`config.mk`:
```
export PLATFORM = sky130hd
export DESIGN_NAME = flag_int_unit
export DESIGN_NICKNAME = d
export VERILOG_FILES = /design/src/rtl/flag_int_unit.sv
export SDC_FILE = /design/constraint.sdc
export NUM_CORES = 1
export LEC_CHECK = 0
export BUFFER_PORTS_ARGS = -buffer_cell sky130_fd_sc_hd__buf_2
export CORE_AREA = 8 8 45 47
export DETAILED_ROUTE_END_ITERATION = 8
export DIE_AREA = 0 0 53 55
export SLEW_MARGIN = 20
export SYNTH_ARGS = -nofsm -noshare
export SYNTH_HDL_FRONTEND = slang
export SYNTH_SLANG_ARGS = --single-unit
```
`constraint.sdc`:
```
create_clock -name clk -period 0.81 [get_ports clk]
set_input_delay 0.081 -clock clk [delete_from_list [all_inputs] [get_ports clk]]
set_output_delay 0.081 -clock clk [all_outputs]
set_load 0.01 [all_outputs]
```
`src/rtl/flag_int_unit.sv`:
```
// Flag and interrupt unit: architectural C/Z/I flags with shadow copies,
// plus the external interrupt synchroniser, edge detect and pending latch.
module flag_int_unit #(
  parameter int unsigned SYNC_STAGES = 2
) (
  input  logic clk,
  input  logic reset,
  input  logic alu_c,
  input  logic alu_z,
  input  logic flg_c_set,
  input  logic flg_c_clr,
  input  logic flg_c_ld,
  input  logic flg_z_ld,
  input  logic flg_ld_sel,
  input  logic flg_shad_ld,
  input  logic i_set,
  input  logic i_clr,
  input  logic int_ack,
  input  logic int_in,
  output logic c,
  output logic z,
  output logic i_en,
  output logic int_req
);

  logic                   r_c, r_z, r_i;
  logic                   r_shad_c, r_shad_z, r_shad_i;
  logic [SYNC_STAGES-1:0] r_sync;
  logic                   r_sync_d;
  logic                   r_edge;
  logic                   r_pend;

  logic w_ld_c, w_ld_z, w_restore, w_rise;

  always_comb begin
    w_ld_c    = flg_ld_sel ? r_shad_c : alu_c;
    w_ld_z    = flg_ld_sel ? r_shad_z : alu_z;
    w_restore = flg_ld_sel & (flg_c_ld | flg_z_ld);
    w_rise    = r_sync[SYNC_STAGES-1] & ~r_sync_d;
  end

  always_ff @(posedge clk) begin
    if (reset) begin
      r_c      <= 1'b0;
      r_z      <= 1'b0;
      r_i      <= 1'b0;
      r_shad_c <= 1'b0;
      r_shad_z <= 1'b0;
      r_shad_i <= 1'b0;
      r_sync   <= '0;
      r_sync_d <= 1'b0;
      r_edge   <= 1'b0;
      r_pend   <= 1'b0;
    end else begin
      if (flg_c_clr)      r_c <= 1'b0;
      else if (flg_c_set) r_c <= 1'b1;
      else if (flg_c_ld)  r_c <= w_ld_c;

      if (flg_z_ld) r_z <= w_ld_z;

      if (int_ack || i_clr) r_i <= 1'b0;
      else if (i_set)       r_i <= 1'b1;
      else if (w_restore)   r_i <= r_shad_i;

      // Shadow captures pre-edge flags, so load+restore together is a swap.
      if (flg_shad_ld) begin
        r_shad_c <= r_c;
        r_shad_z <= r_z;
        r_shad_i <= r_i;
      end

      r_sync   <= {r_sync[SYNC_STAGES-2:0], int_in};
      r_sync_d <= r_sync[SYNC_STAGES-1];
      // Registered edge pulse sets int_pend SYNC_STAGES+1 edges after sampling;
      // a fresh edge outranks int_ack so that event is not lost.
      r_edge   <= w_rise;
      if (r_edge)       r_pend <= 1'b1;
      else if (int_ack) r_pend <= 1'b0;
    end
  end

  assign c       = r_c;
  assign z       = r_z;
  assign i_en    = r_i;
  assign int_req = r_pend & r_i;

endmodule

```
======== After elaboration in Yosys (flattened, before gate mapping) ========
Cells that the tools add are included.
cells by class
  reductions and logical operators ........ 6
  bitwise gates (word level) .............. 5
  mux-type cells .......................... 8
operators by type and width
  operator           count
  $mux 1             8
  $reduce_bool 2->1  3
  $reduce_or 2->1    2
  $and 1x1->1        3
  $logic_or 1x1->1   1
  $not 1->1          1
  $or 1x1->1         1
word-level totals
  bits of input ports ..................... 14
  register bits after elaboration ......... 11
  word-level logic and storage cells ...... 29

======== Longest topological paths before layout ========
Gate-level depths: netlist (run 1).
  word-level depth ........................ 4
  depth in mapped cells ................... 3
  gate-level depth less buffers ........... 3

======== Worst setup path before layout (run 1) ========
Ideal clock, no wire load.
  path type ............................... register -> register
  start point ............................. reg i_en (netlist name)
  end point ............................... reg r_i (netlist: i_en)
  setup slack ............................. -0.101 ns
  library setup time ...................... 0.103 ns
  arrival ................................. 0.808 ns
  data required time ...................... 0.707 ns
  stages on the path, launching flop included .. 3
  period minus slack after synthesis ...... 0.911 ns
  cell sequence ........................... dfxtp_1 -> mux2i_1 -> a2111oi_2
RTL lines
  item                  line  text
  end signal, assigned  63    else if (w_restore) r_i <= r_shad_i;
  end, declared         26    logic r_c, r_z, r_i;

======== Worst setup path in the final report (run 1) ========
  start point ............................. reg r_pend
  end point ............................... out int_req
on the way
  longest elaborated chain between the ends .. 1
RTL lines
  item                    line  text
  start, declared         31    logic r_pend;
  start signal, assigned  53    r_pend <= 1'b0;
  start signal, assigned  77    if (r_edge) r_pend <= 1'b1;
  start signal, assigned  78    else if (int_ack) r_pend <= 1'b0;
  $and 1x1->1             85    assign int_req = r_pend & r_i;
  end, declared           23    output logic int_req
Every way passes these cells.

==> impl_metrics.csv, run 1 <==
group,metric,value,unit
placement,port_buffers,17,
timing,min_period,931,ps
setup_path,critical_path.max_fanout,2,
synth,synth_area,405,sq um
synth,syn_nets,52,
grt,grt_util_met2,0.0977,
clocking,clock-sinks,11,
placement,place_ws,-29.9,ps
synth,synth_area_leaders,"dfxtp_1 54%, mux2i_1 15%, nor2_1 6.5%",
die,die_h,55,um
synth,synth-edff-count,0,
setup_path,worstPathCellList,"and2_4 > buf_6",
synth,yosys.area.top_type_share,0.543,
timing,finalHoldViolCount,1,
setup_path,slowest_delay,320,ps
run,max-cap-violations,0,
layout,finalCoreUtilization,0.410,
clocking,cts_buffers,3,
routing,drc_errors,0,
timing,max_slew.worst_pin.slew,257,ps
synth,netlist_instances,38,
grt,met1_usage,0.0752,
synth,ys_ff_latch,11,
routing,first_pass_iters,3,
timing,fin_crit_sh,1.15,
clocking,post_cts_buffers,0,
die,io_pins,18,
clocking,clk_pin_slew,70,ps
power_and_ir_drop,cellLeakagePower,0.276,nW
routing,ant_nets,0,
setup_path,cp_top_family,"flip-flops",
layout,num-fill-cells,151,
synth,synthFlopType,"dfxtp_1",
synth,ys_top_cells_by_count,"11 x dfxtp_1, 7 x nor2_1, 6 x mux2i_1",
layout,drive_above_1_share,0.483,
die,row_count,14,
clocking,cts-root-buf,"clkbuf_4",
timing,setup_ws,-121,ps
setup_path,worst_setup_path_end_kind,"output port",
routing,wire_per_inst,11.1,um
setup_path,slowest_stage,"dfxtp_1",
grt,grt_overflow_total,0,
grt,antenna_found_initial,0,
placement,dp_hpwl,662,um
timing,clock_skew,1.31,ps
layout,seq_area,224,sq um
synth,yosysMostFrequentCell,"dfxtp_1",
routing,drt_iter0_markers,6,
power_and_ir_drop,ir_drop,0.855,mV
run_status,status,"complete, but fails checks",
layout,synthToLayoutAreaGrowth,39.8,%
die,start_util,0.293,
die,die_area,0.00292,sq mm
grt,grt_pass1_vias,345,
timing,setup_violations,3,
grt,grt_pass1_wl,1460,um
setup_path,path_buf_inv,1,
routing,route.vias.total,330,
routing,finalWirelength,846,um
synth,ys.warnings.count,0,
clocking,cts_max_path_buffers,2,
routing,vias_per_cell,4.34,
timing,holdWs,-25.9,ps
setup_path,required,730,ps
setup_path,path_class,"flop to output port",
setup_path,critPathLaunchType,"flop",
clocking,cts_tree,"built",
grt,grt_util_met3,0.0401,
timing,rsz0062_at_grt,"yes",
grt,grt_usage,0.0691,
synth,synth_cell_type_count,12,
die,core,0.00138,sq mm
die,die_w,53,um
grt,grt_max_degree,11,
layout,multi_input_area,169,sq um
setup_path,arrival,850,ps
timing,slew_headroom,0.828,
timing,report.final.slew_viol_count,0,
worst_hold_path,hold_path_class,"input port to flop",
layout,antennaDiodeCount,0,
run_status,failed_checks,"negative hold slack, negative setup slack",
synth,avgSynthCellArea,10.7,sq um
timing,clock.fmax,1070,MHz
clocking,clk_latency,270,ps
power_and_ir_drop,power_density,1870,mW/mm^2
placement,place.gp.congestion,0.784,
clocking,h-tree-depth,1,
synth,ys_seq_area_frac,0.543,
layout,final_nets,75,
synth,synth_top_area_cell,"dfxtp_1",
synth,ys_async_sr_fraction,0,
grt,busiest_layer,"met2",
## layout make-up
cell class | instances | area share
clock buffer | 3 | 0.0397
clock inverter | 1 | 0.00883
inverter | 2 | 0.0132
multi-input combinational | 24 | 0.298
sequential | 11 | 0.395
tap | 16 | 0.0353
timing repair buffer | 19 | 0.210
## timing repair
action / CTS / global route
resized for setup: 4 / 2
endpoints found under the hold margin: 1 / 1
pin swaps: 1 / 0
endpoints found under the setup margin: 5 / 6
## cells by family (layout without fill, tap and decap cells)
group / Yosys count / in the layout / synth area share
DFF: 11 / 11 / 0.543
buffers and inverters: 3 / 25 / 0.0463
muxes: 6 / 6 / 0.148
and+or+nand+nor: 12 / 12 / 0.142
AOI/OAI and AO/OA: 6 / 6 / 0.120
## power breakdown
part | internal [mW] | switching [mW]
combinational | 0.0662 | 0.0495
clock | 0.183 | 0.190
sequential | 0.562 | 0.0107
## metal layers
metal  part of all wire  wire [um]
met1               0.50        420
met2               0.37        316
met3               0.12        102
met4             0.0083          7
met5                  0          0
## final timing paths
check	startpoint	endpoint	slack, ps	depth (start not counted)
setup / recovery	r_pend$_SDFFE_PP0P_	int_req	-120	2
hold / removal	i_clr	i_en$_SDFFE_PP0P_	-30	2
setup reg to reg	i_en$_SDFFE_PP0P_	i_en$_SDFFE_PP0P_	-20	2
hold reg to reg	r_sync_d$_SDFF_PP0_	r_edge$_SDFF_PP0_	390	1
## through the flow
stage          area (sq um)  setup TNS (ps)  instances  total power [mW]
2_1_floorplan           407               0         38             0.635
3_3_place_gp            515               0         72             0.693
3_5_place_dp            515           -29.9         72             0.694
4_1_cts                 558            -234         76              1.09
5_1_grt                 567            -362         76              1.13
6_report                567            -166         76              1.06
## registers in the layout, indices dropped and copies added (netlist names)
| signal | count |
|---|---|
| z | 1 |
| r_shad_i | 1 |
| i_en | 1 |
| r_pend | 1 |
| r_sync | 2 |
| r_shad_c | 1 |
| r_edge | 1 |
| r_shad_z | 1 |
| c | 1 |
| r_sync_d | 1 |
## cells in the final DEF (no fill, tap or decap)
master,count
a21oi_1,2
dfxtp_2,3
clkbuf_4,3
a2111oi_2,1
inv_1,2
clkinv_2,1
buf_2,14
dfxtp_1,8
buf_4,2
o21ai_2,1
mux2i_1,6
nor2b_1,4
nor2_1,7
o21a_1,1
a211oi_1,1
buf_6,3
and2_4,1
## worst reg2reg max path, stage by stage, from the launching register on
cell	delay, ps
dfxtp_2	350
mux2i_1	90
a2111oi_2	290
No activity file was read; power rests on OpenSTA's default activity.
==> run 2: changes to the inputs <==
RECOVER_POWER = 100   (was unset)
SETUP_SLACK_MARGIN = 0.02   (was unset)
==> run 2 against run 1 <==
Against the previous run:
- the flow still finishes with violations (negative hold slack, negative setup slack)
- clock power is essentially flat
- design area decreased by 0.66%
- routed wire length grew 1.2%
- non-clock buffer count stayed put
- combinational power barely moved
- die area unchanged
- critical path depth is the same
- global-route usage did not move
- flip-flop and latch count unchanged
- cell count did not move
- worst hold slack improved by 1.0 ps
- clock-buffer cell count is the same
- largest cell class unchanged
- highest routed layer unchanged
==> impl_metrics.csv, run 2 (synthesized netlist as in run 1, its figures left out) <==
group,metric,value,unit
timing,min_period,931,ps
timing,max_slew.worst_pin.slew,456,ps
setup_path,cp_top_family,"flip-flops",
placement,dp_hpwl,662,um
routing,route.vias.total,329,
setup_path,path_buf_inv,1,
setup_path,required,730,ps
grt,grt_max_degree,11,
setup_path,worstPathCellList,"and2_4 > buf_6",
grt,grt_pass1_wl,1460,um
timing,tns,-213,ps
setup_path,worst_setup_path_end_kind,"output port",
clocking,cts_tree,"built",
layout,final_nets,75,
setup_path,crit-reg2reg-launch,"i_en$_SDFFE_PP0P_",
timing,setup_violations,5,
placement,dp.cells,72,
power_and_ir_drop,ir_drop,0.855,mV
setup_path,r2r_end,"i_en$_SDFFE_PP0P_",
routing,ant_nets,0,
setup_path,critical_path.max_fanout,2,
run_status,failed_checks,"negative hold slack, negative setup slack",
routing,wire_per_inst,11.3,um
layout,drive_above_1_share,0.433,
die,row_count,14,
grt,grt_overflow_total,0,
clocking,cts_max_path_buffers,2,
power_and_ir_drop,power_density,1880,mW/mm^2
worst_hold_path,hold_end,"i_en$_SDFFE_PP0P_",
routing,drc_errors,0,
power_and_ir_drop,fin_total_pwr,1.06,mW
placement,port_buffers,17,
die,die_w,53,um
grt,grt_pass1_vias,345,
setup_path,path_class,"flop to output port",
setup_path,slowest_delay,320,ps
timing,finalHoldViolCount,1,
clocking,h-tree-depth,1,
clocking,cts_buffers,3,
timing,slew_headroom,0.696,
die,die_h,55,um
layout,regMostFlops,"r_sync",
run,max-cap-violations,0,
setup_path,arrival,850,ps
routing,finalWirelength,856,um
clocking,clk_pin_slew,70,ps
layout,num-fill-cells,151,
timing,setup_ws,-121,ps
timing,clock_skew,1.45,ps
worst_hold_path,hold_path_class,"input port to flop",
layout,final_cell_mix,"13 x buf_2, 10 x dfxtp_1, 7 x nor2_1",
die,start_util,0.293,
layout,antennaDiodeCount,0,
die,io_pins,18,
layout,synthToLayoutAreaGrowth,38.9,%
layout,finalCoreUtilization,0.407,
grt,antenna_found_initial,0,
layout,final_common_cell,"buf_2",
die,core,0.00138,sq mm
placement,place.gp.congestion,0.784,
clocking,clock-sinks,11,
clocking,clk_latency,270,ps
routing,first_pass_iters,3,
setup_path,reg2regPathDepth,2,
timing,clock.fmax,1070,MHz
timing,rsz0062_at_grt,"yes",
power_and_ir_drop,cellLeakagePower,0.272,nW
setup_path,rrSetupSlack,-20,ps
layout,fin_cells,76,
grt,grt_usage,0.0691,
clocking,cts-root-buf,"clkbuf_4",
setup_path,critPathLaunchType,"flop",
timing,holdWs,-24.9,ps
die,die_area,0.00292,sq mm
layout,largest_register_ffs,2,
worst_hold_path,worstHoldPathCells,2,
timing,report.final.slew_viol_count,0,
worst_hold_path,min_from,"i_clr",
setup_path,slowest_stage,"dfxtp_1",
routing,vias_per_cell,4.33,
timing,fin_crit_sh,1.15,
routing,drt_iter0_markers,5,
run_status,status,"complete, but fails checks",
==> run 2: cell count changes in the layout (fill, tap and decap cells not counted) <==
cell	before	now
dfxtp_2	3	1
dfxtp_1	8	10
buf_2	14	13
clkbuf_1	0	1
==> run 2: repair_timing <==
item,in CTS,in global routing
hold endpoints to repair,1,1
endpoints found under the setup margin,5,6
resized for setup,4,2
pin swaps,1,0
setup buffers,0,0
==> run 2: metrics by stage <==
step	hold WS (ps)	instance area, sq um	setup slack [ps]
2_1_floorplan	142	407	3.69
3_3_place_gp	256	515	2.13
3_5_place_dp	256	515	-29.9
4_1_cts	-37.9	558	-153
5_1_grt	-32.7	563	-154
6_report	-24.9	563	-121
==> run 2: worst max path at each step <==
stage	from	end	slack (ps)	cells after the start
floorplan	i_en$_SDFFE_PP0P_	i_en$_SDFFE_PP0P_	4	2
global placement	flg_z_ld	i_en$_SDFFE_PP0P_	2	4
detailed placement	flg_z_ld	i_en$_SDFFE_PP0P_	-30	4
CTS	i_en$_SDFFE_PP0P_	int_req	-150	2
global route	i_en$_SDFFE_PP0P_	int_req	-150	2
finish	r_pend$_SDFFE_PP0P_	int_req	-120	2
==> run 2: where the power goes <==
group          total, mW  internal, mW  leakage, nW  switching, mW
Clock              0.373         0.183       0.0177          0.190
Sequential         0.572         0.561       0.0904         0.0107
Combinational      0.115        0.0653        0.164         0.0498
==> run 2: area by class of cell <==
class,count,area [sq um],share of cell area
sequential,11,221,0.393
tap,16,20.0,0.0356
multi-input combinational,24,169,0.300
clock inverter,1,5.00,0.00889
timing repair buffer,19,118,0.209
inverter,2,7.51,0.0133
clock buffer,3,22.5,0.0400
==> run 2: worst register-to-register path: cells and delay by family (launching register included) <==
family,cells,cell delay (ps)
flops,1,350
compound gates,1,290
mux,1,90
==> run 2: metal layers <==
| metal | GRT usage | part of all wire |
|---|---|---|
| met5 | 0 | 0 |
| met2 | 0.0977 | 0.37 |
| met4 | 0.0517 | 0.0082 |
| met3 | 0.0401 | 0.12 |
| met1 | 0.0752 | 0.50 |
